**src/rtl/com_pixel_feeder_pkg.sv**
```systemverilog
// Shared definitions for the centroid pixel interface: feeder FSM states,
// coordinate widths and a saturating counter helper.
package com_pixel_feeder_pkg;

  localparam int X_WIDTH = 11;
  localparam int Y_WIDTH = 10;

  typedef enum logic [1:0] {
    ST_IDLE = 2'd0,
    ST_SCAN = 2'd1,
    ST_TAB  = 2'd2,
    ST_WAIT = 2'd3
  } feeder_state_t;

  function automatic logic [31:0] sat_inc32(input logic [31:0] value);
    return (value == 32'hFFFF_FFFF) ? value : value + 32'd1;
  endfunction

endpackage

```
**src/rtl/com_pixel_feeder_coord.sv**
```systemverilog
// Raster coordinate tracker: gives the coordinate of the pixel being presented
// this cycle and whether it lies inside the active area.
module raster_coord_tracker
  import com_pixel_feeder_pkg::*;
#(
  parameter int H_ACTIVE = 1280,
  parameter int V_ACTIVE = 720
) (
  input  logic               clk_in,
  input  logic               rst_in,
  input  logic               pixel_valid_in,
  input  logic               frame_start_in,
  input  logic               line_start_in,
  output logic [X_WIDTH-1:0] x_out,
  output logic [Y_WIDTH-1:0] y_out,
  output logic               in_area_out,
  output logic               last_out
);

  localparam logic [X_WIDTH-1:0] X_MAX = X_WIDTH'(H_ACTIVE - 1);
  localparam logic [Y_WIDTH-1:0] Y_MAX = Y_WIDTH'(V_ACTIVE - 1);

  logic [X_WIDTH-1:0] r_x, w_x;
  logic [Y_WIDTH-1:0] r_y, w_y;
  logic               r_y_ovf, w_y_ovf, w_x_ovf;

  // x stays parked at X_MAX, so any further pixel on that line is overflow;
  // an overflow line is sticky until the next frame start.
  always_comb begin
    w_x     = r_x;
    w_y     = r_y;
    w_x_ovf = 1'b0;
    w_y_ovf = r_y_ovf;
    if (frame_start_in) begin
      w_x     = '0;
      w_y     = '0;
      w_y_ovf = 1'b0;
    end else if (line_start_in) begin
      w_x = '0;
      if (r_y == Y_MAX) begin
        w_y_ovf = 1'b1;
      end else begin
        w_y = r_y + Y_WIDTH'(1);
      end
    end else begin
      if (r_x == X_MAX) begin
        w_x_ovf = 1'b1;
      end else begin
        w_x = r_x + X_WIDTH'(1);
      end
    end
  end

  always_ff @(posedge clk_in) begin
    if (rst_in) begin
      r_x     <= '0;
      r_y     <= '0;
      r_y_ovf <= 1'b0;
    end else if (pixel_valid_in) begin
      r_x     <= w_x;
      r_y     <= w_y;
      r_y_ovf <= w_y_ovf;
    end else begin
      r_x     <= r_x;
      r_y     <= r_y;
      r_y_ovf <= r_y_ovf;
    end
  end

  assign x_out       = w_x;
  assign y_out       = w_y;
  assign in_area_out = !w_x_ovf && !w_y_ovf;
  assign last_out    = in_area_out && (w_x == X_MAX) && (w_y == Y_MAX);

endmodule

```
**src/rtl/com_pixel_feeder.sv**
```systemverilog
// Producer side of the centroid pixel interface: thresholds a raster luma
// stream, emits qualifying pixel coordinates and a tabulate pulse per frame.
module com_pixel_feeder
  import com_pixel_feeder_pkg::*;
#(
  parameter int H_ACTIVE   = 1280,
  parameter int V_ACTIVE   = 720,
  parameter int LUMA_WIDTH = 8,
  parameter int MIN_PIXELS = 1
) (
  input  logic                  clk_in,
  input  logic                  rst_in,
  input  logic [LUMA_WIDTH-1:0] luma_in,
  input  logic                  pixel_valid_in,
  input  logic                  frame_start_in,
  input  logic                  line_start_in,
  input  logic [LUMA_WIDTH-1:0] threshold_in,
  input  logic                  com_valid_in,
  output logic [X_WIDTH-1:0]    x_out,
  output logic [Y_WIDTH-1:0]    y_out,
  output logic                  valid_out,
  output logic                  tabulate_out,
  output logic                  empty_frame_out,
  output logic [31:0]           pixel_count_out,
  output logic                  busy_out
);

  if (H_ACTIVE > 2048) begin : g_h_range
    $error("H_ACTIVE must not exceed 2048");
  end
  if (V_ACTIVE > 1024) begin : g_v_range
    $error("V_ACTIVE must not exceed 1024");
  end

  logic [X_WIDTH-1:0] w_px;
  logic [Y_WIDTH-1:0] w_py;
  logic               w_in_area, w_is_last;

  raster_coord_tracker #(
    .H_ACTIVE(H_ACTIVE),
    .V_ACTIVE(V_ACTIVE)
  ) u_coord (
    .clk_in        (clk_in),
    .rst_in        (rst_in),
    .pixel_valid_in(pixel_valid_in),
    .frame_start_in(frame_start_in),
    .line_start_in (line_start_in),
    .x_out         (w_px),
    .y_out         (w_py),
    .in_area_out   (w_in_area),
    .last_out      (w_is_last)
  );

  feeder_state_t         r_state, w_state_nxt;
  logic [LUMA_WIDTH-1:0] r_thresh, w_thresh_nxt, w_thresh_eff;
  logic [31:0]           r_fcount, w_fcount_nxt, w_base, w_cnt, w_count_nxt;
  logic                  w_eval, w_trunc, w_qual, w_end;
  logic                  w_valid_nxt, w_tab_nxt, w_empty_pend_nxt, w_busy_nxt;
  logic [X_WIDTH-1:0]    w_x_nxt;
  logic [Y_WIDTH-1:0]    w_y_nxt;
  logic                  r_empty_pend;

  // Next state and next registered outputs.
  always_comb begin
    w_state_nxt      = r_state;
    w_thresh_nxt     = r_thresh;
    w_thresh_eff     = r_thresh;
    w_base           = r_fcount;
    w_eval           = 1'b0;
    w_trunc          = 1'b0;
    w_tab_nxt        = 1'b0;
    w_empty_pend_nxt = 1'b0;
    w_valid_nxt      = 1'b0;
    w_x_nxt          = x_out;
    w_y_nxt          = y_out;
    w_count_nxt      = pixel_count_out;
    w_fcount_nxt     = r_fcount;
    case (r_state)
      ST_IDLE: begin
        if (pixel_valid_in && frame_start_in) begin
          w_thresh_nxt = threshold_in;
          w_thresh_eff = threshold_in;
          w_base       = 32'd0;
          w_eval       = 1'b1;
          w_state_nxt  = ST_SCAN;
        end else begin
          w_state_nxt = ST_IDLE;
        end
      end
      ST_SCAN: begin
        if (pixel_valid_in && frame_start_in) begin
          w_trunc = 1'b1;
        end else begin
          w_eval = pixel_valid_in;
        end
      end
      ST_TAB: begin
        w_tab_nxt   = 1'b1;
        w_state_nxt = ST_WAIT;
      end
      ST_WAIT: begin
        if (com_valid_in) begin
          w_state_nxt = ST_IDLE;
        end else begin
          w_state_nxt = ST_WAIT;
        end
      end
      default: w_state_nxt = ST_IDLE;
    endcase

    w_qual = w_eval && w_in_area && (luma_in >= w_thresh_eff);
    w_cnt  = w_qual ? sat_inc32(w_base) : w_base;
    if (w_qual) begin
      w_valid_nxt = 1'b1;
      w_x_nxt     = w_px;
      w_y_nxt     = w_py;
    end else begin
      w_valid_nxt = 1'b0;
    end
    if (w_eval) begin
      w_fcount_nxt = w_cnt;
    end else begin
      w_fcount_nxt = r_fcount;
    end

    // A truncated frame ends without evaluating the new frame-start pixel.
    w_end = w_trunc || (w_eval && w_is_last);
    if (w_end) begin
      w_count_nxt = w_cnt;
      if (w_cnt >= 32'(MIN_PIXELS)) begin
        w_state_nxt = ST_TAB;
      end else begin
        w_state_nxt      = ST_IDLE;
        w_empty_pend_nxt = 1'b1;
      end
    end else begin
      w_count_nxt = pixel_count_out;
    end
    w_busy_nxt = (w_state_nxt == ST_TAB) || (w_state_nxt == ST_WAIT);
  end

  // State, frame bookkeeping and registered outputs.
  always_ff @(posedge clk_in) begin
    if (rst_in) begin
      r_state         <= ST_IDLE;
      r_thresh        <= '0;
      r_fcount        <= 32'd0;
      r_empty_pend    <= 1'b0;
      valid_out       <= 1'b0;
      x_out           <= '0;
      y_out           <= '0;
      tabulate_out    <= 1'b0;
      empty_frame_out <= 1'b0;
      pixel_count_out <= 32'd0;
      busy_out        <= 1'b0;
    end else begin
      r_state         <= w_state_nxt;
      r_thresh        <= w_thresh_nxt;
      r_fcount        <= w_fcount_nxt;
      r_empty_pend    <= w_empty_pend_nxt;
      valid_out       <= w_valid_nxt;
      x_out           <= w_x_nxt;
      y_out           <= w_y_nxt;
      tabulate_out    <= w_tab_nxt;
      empty_frame_out <= r_empty_pend;
      pixel_count_out <= w_count_nxt;
      busy_out        <= w_busy_nxt;
    end
  end

endmodule

```
**config.mk**
```make
export PLATFORM = sky130hd
export DESIGN_NAME = com_pixel_feeder
export DESIGN_NICKNAME = d
export VERILOG_FILES = /design/src/rtl/com_pixel_feeder_pkg.sv /design/src/rtl/com_pixel_feeder_coord.sv /design/src/rtl/com_pixel_feeder.sv
export SDC_FILE = /design/constraint.sdc
export NUM_CORES = 1
export LEC_CHECK = 0
export ABC_AREA = 1
export BUFFER_PORTS_ARGS = -buffer_cell sky130_fd_sc_hd__buf_2
export CAP_MARGIN = 40
export CORE_MARGIN = 5
export CORE_UTILIZATION = 55
export CTS_BUF_LIST = sky130_fd_sc_hd__clkbuf_2
export DETAILED_ROUTE_END_ITERATION = 10
export PLACE_DENSITY_LB_ADDON = 0.05
export SYNTH_ARGS = -nofsm -noshare
export SYNTH_HDL_FRONTEND = slang
export SYNTH_SLANG_ARGS = --single-unit
```
**constraint.sdc**
```tcl
create_clock -name clk_in -period 3.9 [get_ports clk_in]
set_clock_uncertainty 0.2 [all_clocks]
set_input_delay 0 -clock clk_in [delete_from_list [all_inputs] [get_ports clk_in]]
set_output_delay 0 -clock clk_in [all_outputs]
set_load 0.1 [all_outputs]
```
==> key figures <==
Clock network
  – H-tree Lvls: 4
  – Clock latency on the worst-skew pair: 0.68 ns
  – CTS tree: done
  – Clock Pin Slew Worst Setup and Hold Paths: 0.17 ns
  – CTS sink count: 122
  – Clock root cell: clkbuf_2
  – Clock Path Buffers: 2
  – Cts bufs inserted: 17

Timing
  – Slew @ Worst Pin: 0.670 ns
  – Final Max Tran Viols: 0
  – Setup_tns: 0 ns
  – RSZ-0062 raised after global routing: false
  – Endpoints failing hold: 0
  – Max Freq: 276 MHz
  – Min cycle time layout: 3.62 ns
  – Setup-failing EPs final: 0
  – Final Cycle Share: 92.8%
  – Worst setup margin: 0.283 ns
  – Rel. slew slack: 55.4%

Critical path
  – WS Path Type: register to register
  – Crit end category: register
  – CP startpoint kind: register
  – CP arrival: 4.01 ns
  – Data required time of the worst path: 4.29 ns
  – Crit-path max FO: 26

Floorplan
  – IO Pins: 79
  – Chip width: 120 microns
  – Placeable Area: 0.0119 sq mm
  – Die boundary height: 120 microns
  – Initial Utilization: 55.5%
  – Die area: 0.0143 sq mm
  – # rows: 40

Global routing
  – Antenna violations before repair: 0
  – Largest net degree at the start of global routing: 60
  – Total track usage: 26.9%
  – Grt ovf: 0
  – Vias in the first global route: 6498
  – Global-route wire length before repair: 31300 microns

Place
  – # placed instances: 1217
  – Setup Slack @ Placement: 0.439 ns
  – Number of port buffers: 78
  – Placer congestion estimate: 0.924
  – Post-DP HPWL: 13000 microns

Logic synthesis
  – Synth top area share: 36.9%
  – Avg Cell Area, Syn: 6.47 sq um
  – Synthesis Warnings: 0
  – Syn Nets: 1056
  – Post-synthesis async set-or-reset flop share: 0%
  – Synth Cell Area: 0.00662 sq mm
  – Cell with the most instances after synthesis: nand2_1
  – Top_reg_cell synth: dfxtp_1
  – Gate Count Post-Synth: 1023
  – Top cells by area, synth: dfxtp_1 (37%), nand2_1 (13%), nor2_1 (9.2%)
  – Sequential share of the synthesized area: 36.9%
  – Biggest area consumer among synthesized cells: dfxtp_1
  – Synth unique cells: 36
  – Seq cells post-synth: 122
  – EDFF count, synth: 0
  – Most instantiated cells after synthesis: nand2_1 (230), nor2_1 (163), dfxtp_1 (122), inv_1 (115), nand3_1 (99)

Pwr
  – Leakage: 3.60 nW
  – Worst vdd ir: 0.273 mV
  – Power per cell area: 334 mW/mm^2
  – Pwr Total: 0.00261 W

Outcome
  – Outcome: finished clean

Detailed routing
  – Via count: 6893
  – Final antenna-violating net count: 0
  – Detailed Route WL: 19100 microns
  – DRC Markers: 0
  – Avg WL per Cell: 14.7 microns
  – Detailed Routing Iterations Pass 1: 5
  – Routed vias/inst: 5.31
  – DRC marker count from the first detailed-route iteration: 727

Hold path
  – Tightest Hold Check Type: input pin to register

Final layout
  – Inserted Diodes: 0
  – Share of layout cells above drive strength 1: 13.0%
  – Fin nets: 1172
  – Final Core Density: 65.7%
  – Post-Layout Cell Count: 1298
  – FF/Latch Area: 0.00244 sq mm
  – Multi-input gate area: 0.00352 sq mm
  – Area Growth Syn to Fin: 18.3%
  – Filler cells: 1117

Run
  – Max-Cap Viols: 0
## flip-flops by register name, indices dropped and copies added, names as in the netlist, 2 cells and up
| signal | cells |
|---|---|
| r_thresh | 8 |
| r_state | 2 |
| u_coord.r_y | 10 |
| u_coord.r_x | 11 |
| r_fcount | 32 |
| x_out | 11 |
| y_out | 10 |
| pixel_count_out | 32 |
## per-layer routing
layer / global-route usage [%] / vias to the layer above / wire length, microns
met5: 0 / - / 0
met4: 9.02 / 0 / 428
met3: 6.46 / 46 / 1190
met2: 44.0 / 210 / 9080
met1: 35.0 / 3117 / 8410
li1: - / 3520 / -
## final timing paths
| kind | depth (start not counted) | end | startpoint | slack [ns] |
|---|---|---|---|---|
| worst min-delay path | 8 | y_out[5] | luma_in[6] | 0.11 |
| worst min register to register | 2 | empty_frame_out | r_empty_pend | 0.24 |
| worst max register to register | 20 | busy_out | r_state[0] | 0.28 |
| worst max-delay path | 20 | busy_out | r_state[0] | 0.28 |
## area by class of cell
cell class              count  area share (%)
multi-input cells         737            44.9
flip-flops and latches    122            31.2
inverters                 117            5.61
clock inverters            14            1.07
well taps                 147            2.35
repair buffers            144            13.7
clock buffers              17            1.09
## cells in the final DEF (no fill, tap or decap), drive strengths merged, types with 8 or more instances in the layout
cell type    Yosys  layout
inv            116     117
nand4           16      16
dfxtp          122     122
nand2          236     236
xor2             8       8
nand3          102     102
dlygate4sd3      0      46
clkinv           1      12
nor2           170     170
buf             25      96
a21oi           77      77
ha              11      11
clkbuf          22      19
o21ai           79      79
## critical path, cell delays in order (launching register included)
cell and delay, ns:
dfxtp_2 0.41, nor2_2 0.06, nand2_4 0.09, mux2i_1 0.23, ha_1 0.28, a21oi_1 0.15, dlygate4sd3_1 0.57, nand2_1 0.05
nand2_1 0.05, nand3_1 0.10, inv_1 0.12, nor2_4 0.08, clkbuf_16 0.21, a21boi_0 0.32, nand2_1 0.09, nor2_1 0.11
nand2_1 0.09, nor2_1 0.09, nand3_1 0.10, nand2_1 0.09, inv_1 0.04
## cells by family (layout without fill, tap and decap cells)
| family | after synthesis | after routing | share of synthesized area [%] |
|---|---|---|---|
| adders and majority gates | 11 | 11 | 2.08 |
| AOI/OAI and AO/OA | 169 | 169 | 13.3 |
| buffers and inverters | 164 | 292 | 10.3 |
| DFF | 122 | 122 | 36.9 |
| muxes | 7 | 7 | 1.06 |
| and+or+nand+nor | 538 | 538 | 34.6 |
| xor gates and xnor gates | 12 | 12 | 1.70 |
## power breakdown
group | switching [W] | total [W] | internal [W]
sequential | 0.0000373 | 0.00134 | 0.00130
combinational | 0.000466 | 0.000641 | 0.000175
clock | 0.000482 | 0.000634 | 0.000152
## metrics by stage
stage | instance area (sq um) | hold slack [ns]
after floorplan | 6620 | -0.0312
after global placement | 7110 | 0.0674
after detailed placement | 7110 | 0.0725
after CTS | 7740 | 0.00104
after global routing | 7830 | 0.0756
final | 7830 | 0.109
## what timing repair did
action | in CTS | in global routing
buffers inserted | 0 | 2
setup endpoints to repair | 0 | 4
gates resized for setup | 0 | 6
hold endpoints to repair | 107 | 0
hold buffers | 46 | 0
(Power assumes the default switching activity.)
